<file path="src/rtl/uart_tx_serializer.sv">
// UART transmit back end: byte FIFO feeding an 8N1 serializer with a fixed baud divisor.
// Define UART_TX_PARITY_EN to insert an even-parity bit between the data bits and the stop bit.
module uart_tx_serializer #(
    parameter int DIVISOR    = 16,
    parameter int FIFO_DEPTH = 8
) (
    input  logic                          i_clock,
    input  logic                          i_reset_n,
    input  logic [7:0]                    i_tx_data,
    input  logic                          i_tx_valid,
    output logic                          o_tx_ready,
    output logic                          o_txd,
    output logic                          o_busy,
    output logic [$clog2(FIFO_DEPTH):0]   o_fifo_count
);

    localparam int AW = $clog2(FIFO_DEPTH);
    localparam int BW = $clog2(DIVISOR);
    localparam logic [BW-1:0] BAUD_LAST = BW'(DIVISOR - 1);

`ifdef UART_TX_PARITY_EN
    typedef enum logic [2:0] {IDLE, START, DATA, PARITY, STOP} state_t;
`else
    typedef enum logic [1:0] {IDLE, START, DATA, STOP} state_t;
`endif

    logic [7:0]    mem [FIFO_DEPTH];
    logic [AW:0]   wr_ptr;
    logic [AW:0]   rd_ptr;
    logic          full;
    logic          empty;
    logic          push;
    logic          pop;
    logic [7:0]    head;

    state_t        state;
    logic [7:0]    shift;
    logic [2:0]    bit_cnt;
    logic [BW-1:0] baud;
    logic          baud_done;
`ifdef UART_TX_PARITY_EN
    logic          parity;
`endif

    // Extra pointer MSB distinguishes full from empty when the index bits match.
    assign empty      = (wr_ptr == rd_ptr);
    assign full       = (wr_ptr[AW] != rd_ptr[AW]) && (wr_ptr[AW-1:0] == rd_ptr[AW-1:0]);
    assign o_tx_ready = !full;
    assign push       = i_tx_valid && !full;
    assign baud_done  = (baud == '0);
    assign pop        = !empty && ((state == IDLE) || ((state == STOP) && baud_done));
    assign head       = mem[rd_ptr[AW-1:0]];

    assign o_fifo_count = wr_ptr - rd_ptr;
    assign o_busy       = (state != IDLE) || !empty;

    // NOTE: sequential state uses non-blocking assignments so every register samples pre-edge values.
    always_ff @(posedge i_clock or negedge i_reset_n) begin
        if (!i_reset_n) begin
            wr_ptr <= '0;
            rd_ptr <= '0;
        end else begin
            if (push) wr_ptr <= wr_ptr + 1'b1;
            if (pop)  rd_ptr <= rd_ptr + 1'b1;
        end
    end

    // NOTE: the storage array has no reset; pointers alone define which entries are valid.
    always_ff @(posedge i_clock) begin
        if (push) mem[wr_ptr[AW-1:0]] <= i_tx_data;
    end

    always_ff @(posedge i_clock or negedge i_reset_n) begin
        if (!i_reset_n) begin
            state   <= IDLE;
            o_txd   <= 1'b1;
            shift   <= '0;
            bit_cnt <= '0;
            baud    <= '0;
`ifdef UART_TX_PARITY_EN
            parity  <= 1'b0;
`endif
        end else begin
            case (state)
                IDLE: begin
                    o_txd <= 1'b1;
                    if (pop) begin
                        shift <= head;
`ifdef UART_TX_PARITY_EN
                        parity <= ^head;
`endif
                        o_txd <= 1'b0;
                        baud  <= BAUD_LAST;
                        state <= START;
                    end
                end
                START: begin
                    if (baud_done) begin
                        o_txd   <= shift[0];
                        shift   <= shift >> 1;
                        bit_cnt <= '0;
                        baud    <= BAUD_LAST;
                        state   <= DATA;
                    end else begin
                        baud <= baud - 1'b1;
                    end
                end
                DATA: begin
                    if (!baud_done) begin
                        baud <= baud - 1'b1;
                    end else if (bit_cnt == 3'd7) begin
                        baud <= BAUD_LAST;
`ifdef UART_TX_PARITY_EN
                        o_txd <= parity;
                        state <= PARITY;
`else
                        o_txd <= 1'b1;
                        state <= STOP;
`endif
                    end else begin
                        o_txd   <= shift[0];
                        shift   <= shift >> 1;
                        bit_cnt <= bit_cnt + 1'b1;
                        baud    <= BAUD_LAST;
                    end
                end
`ifdef UART_TX_PARITY_EN
                PARITY: begin
                    if (baud_done) begin
                        o_txd <= 1'b1;
                        baud  <= BAUD_LAST;
                        state <= STOP;
                    end else begin
                        baud <= baud - 1'b1;
                    end
                end
`endif
                STOP: begin
                    if (!baud_done) begin
                        baud <= baud - 1'b1;
                    end else if (pop) begin
                        // Next frame starts immediately: no idle bit between stop and start.
                        shift <= head;
`ifdef UART_TX_PARITY_EN
                        parity <= ^head;
`endif
                        o_txd <= 1'b0;
                        baud  <= BAUD_LAST;
                        state <= START;
                    end else begin
                        state <= IDLE;
                    end
                end
                default: state <= IDLE;
            endcase
        end
    end

endmodule

</file>
<file path="config.mk">
export PLATFORM = sky130hd
export DESIGN_NAME = uart_tx_serializer
export DESIGN_NICKNAME = d
export VERILOG_FILES = /design/src/rtl/uart_tx_serializer.sv
export SDC_FILE = /design/constraint.sdc
export NUM_CORES = 1
export LEC_CHECK = 0
export ABC_AREA = 1
export ABC_CLOCK_PERIOD_IN_PS = 4400
export BUFFER_PORTS_ARGS = -buffer_cell sky130_fd_sc_hd__buf_2
export CAP_MARGIN = 15
export CORE_MARGIN = 2
export CORE_UTILIZATION = 50
export DETAILED_ROUTE_END_ITERATION = 6
export PLACE_DENSITY = 0.67
export SETUP_SLACK_MARGIN = 0.05
export SLEW_MARGIN = 5
export SYNTH_ARGS = -nofsm -noshare
export SYNTH_HDL_FRONTEND = slang
export SYNTH_SLANG_ARGS = --single-unit
</file>
<file path="constraint.sdc">
create_clock -name i_clock -period 4.4 [get_ports i_clock]
set_input_delay 1.1 -clock i_clock [delete_from_list [all_inputs] [get_ports i_clock]]
set_output_delay 1.1 -clock i_clock [all_outputs]
set_load 0.02 [all_outputs]
</file>
==> results by group <==
Hold path
  • HP Class: reg -> reg
  • Hold depth: 1
  • Hold Startpoint: bit_cnt[0]$_DFFE_PN0P_
  • End of the worst hold path: bit_cnt[0]$_DFFE_PN0P_

Synthesis
  • Number of flops mapped to enable cells by yosys: 64
  • Synthesized cell area: 0.00414 sq mm
  • Synth top area share: between 40% and 50%
  • Cell count after synthesis: about 400
  • Synth top area cells: edfxtp_1 (46%), dfrtp_1 (15%), nand2_1 (9.6%)
  • Synthesized Nets: 427
  • Syn avg cell area: around 10 sq um
  • Sequential area share after synthesis: approximately 62%
  • Count leader, synth: nand2_1
  • Post-synth top cells: nand2_1 (106), edfxtp_1 (64), nand3_1 (45), nor2_1 (30), dfrtp_1 (25)
  • Ys async rst share: 28.9%
  • Post-synth top flop: edfxtp_1
  • Yosys Warn Count: 0
  • Synth cell types: 31
  • Cell taking the most area after synthesis: edfxtp_1
  • Seq cells post-synth: 90

Worst setup path
  • Crit-path slowest cell: dfrtp_1
  • Worst-case reg-to-reg path depth: 9
  • FF-to-FF End: mem[3][5]$_DFFE_PP_
  • Crit path DAT: 2640 ps
  • Setup crit end kind: output port
  • Critical Path Start Type: register
  • Worst Path Required: approximately 3300 ps
  • Setup CP Type: reg -> out
  • CP delay by family, top: flip-flops
  • Largest stage delay on the critical path: around 800 ps
  • Critical path, cell by cell: inv_1, ha_1, nand2_1, o21ai_0, xor2_1, buf_2
  • Critical R2R Launch: rd_ptr[1]$_DFFE_PN0P_
  • Internal reg-to-reg setup slack: about 1200 ps
  • Worst Path Max Fanout: 22
  • CP bufs+invs: 2

CTS
  • CTS sink count: 90
  • Cts repair resizes: 0
  • Setup bufs post-CTS: 0
  • Hold_buf cts: 0
  • Clk slew on worst S/H paths: around 90 ps
  • CTS tree: built
  • Worst-Skew Late Latency: 360 ps
  • Bufs on Longest Clock Path: 2
  • Total CTS buffers: 9
  • Clk root buf: clkbuf_8
  • Htree depth: 3

Final layout
  • Nets: ~440
  • Utilization after layout: between 50% and 60%
  • Fraction of layout cells with a size suffix above 1: 12.6%
  • Filler cell count in the final layout: slightly above 700
  • Storage cell area: ~0.0026 sq mm
  • Area of the multi-input gates: 0.00140 sq mm
  • P&R area growth vs syn: 8.52%
  • Ant diodes: 0

Floorplanning
  • Starting Density: between 50% and 60%
  • Die W: approximately 95 microns
  • Die area: around 0.009 sq mm
  • Row cnt: 33
  • Num ports: 18
  • DIE HEIGHT: 95.0 microns
  • Core box area: 0.00813 sq mm

Pwr
  • VDD IR-drop max: 0.258 mV
  • Combinational share of power: between 10% and 20%
  • Switching power: roughly 0.00057 W
  • Pwr/cell area: ~440 mW/mm^2
  • Internal power: 0.00138 W
  • Sequential share of power: between 50% and 60%
  • Clk pwr share: slightly below 30%
  • Switching Fraction: ~30%
  • Leakage: ~1.9 nW

Run status
  • Status: completed

Timing
  • Final Max Slew Viols: 0
  • Period utilization: between 80 and 90%
  • Post-layout min period: around 3700 ps
  • Highest clock rate: 268 MHz
  • Endpoints failing hold: 0
  • Actual slew at the worst max-slew pin: 691 ps
  • Max-slew headroom: between 50% and 60%
  • Final setup vio count: 0
  • Setup TNS: 0 ps
  • RSZ-0062 raised after global routing: false
  • Setup Skew: roughly 11 ps

Placed design
  • Routability Congestion: 0.940
  • Post-DP HPWL: ~6.3 mm
  • Buffers on Ports: 17

GRT
  • GRT overflow: 0
  • Vias in the first global route: around 2800
  • Total GRT Usage: a little over a fifth
  • First-pass GRT wire length: between 10 and 15 mm
  • Antenna violations before repair: 0
  • Largest net degree at the start of global routing: 37

Flow run
  • Max-cap violations: 0

Routing
  • Via count: approximately 2900
  • Remaining DRCs: 0
  • DR iter-0 viols: 201
  • DRT Pass-1 Iters: 5
  • Drt wl/cell: 16.8 microns
  • DRT Wirelength: 8.84 mm
  • Vias/cell: between 5 and 6
  • Final ANT Viol Nets: 0
## cell usage in the layout (no fill, tap or decap), types with 3 or more instances in the layout
cell and n:
ha_1 13, inv_2 3, inv_1 24, nor2_1 30, o21ai_0 24, edfxtp_1 64
o21ai_1 8, dfrtp_1 25, a21oi_1 15, nand3_1 45, xor2_1 6, clkbuf_8 9
nand2_1 106, buf_2 17, or2_2 7
## worst max-delay path by stage
stage / startpoint / endpoint / cells past startpoint
6_report: rd_ptr[1]$_DFFE_PN0P_ / o_fifo_count[3] / 6
5_1_grt: rd_ptr[1]$_DFFE_PN0P_ / o_fifo_count[3] / 6
4_1_cts: rd_ptr[1]$_DFFE_PN0P_ / o_fifo_count[3] / 6
3_5_place_dp: rd_ptr[1]$_DFFE_PN0P_ / o_fifo_count[3] / 6
3_3_place_gp: rd_ptr[1]$_DFFE_PN0P_ / o_fifo_count[3] / 6
2_1_floorplan: rd_ptr[1]$_DFFE_PN0P_ / o_fifo_count[3] / 6
## per-layer routing
layer  vias up  GRT usage (%)  share of wire (%)
met5         -              0                  0
met4         0           8.33                2.1
met3        12           3.48                6.0
met2        98           35.1                 49
met1      1373           29.1                 43
li1       1387              -                  -
## power by group through the flow
stage | registers (W) | logic, W | clock network, W
global route | 0.00106 | 0.000371 | 0.000628
floorplan | 0.00106 | 0.000225 | 0
CTS | 0.00105 | 0.000335 | 0.000585
detailed placement | 0.00107 | 0.000334 | 0
global placement | 0.00107 | 0.000330 | 0
finish | 0.00105 | 0.000334 | 0.000568
## sequential cells by signal (all words and copies together) (netlist names)
signal / cells
baud: 4
bit_cnt: 3
mem: 64
o_txd: 1
rd_ptr: 4
shift: 8
state: 2
wr_ptr: 4
## logic make-up (layout without fill, tap and decap cells)
logic type                 Yosys count  in the layout  share of synthesized area [%]
AOI/OAI and AO/OA                   52             52                           6.86
buffers and inverters               41             61                           4.17
DFF                                 90             90                           62.1
and+or+nand+nor                    197            197                           20.7
adders and majority gates           14             14                           4.41
xor gates and xnor gates             7              7                           1.48
muxes                                1              1                          0.242
## stage by stage
step | hold WS [ps] | instances | instance area (sq um) | power, W | setup slack [ps]
after floorplan | 447 | 402 | 4140 | 0.00128 | 1740
after global placement | 461 | 511 | 4300 | 0.00140 | 1130
after detailed placement | 477 | 511 | 4300 | 0.00141 | 1080
after CTS | 491 | 527 | 4500 | 0.00197 | 678
after global routing | 516 | 527 | 4500 | 0.00206 | 443
final | 485 | 527 | 4500 | 0.00196 | 662
## layout make-up
cell class | count | area share [%]
timing repair buffer | 18 | 2.06
clock buffer | 10 | 2.84
sequential | 90 | 57.3
multi-input combinational | 271 | 31.1
tap | 105 | 2.92
inverter | 27 | 2.25
clock inverter | 6 | 1.61
Note: power is estimated with default switching activity, not from simulation.
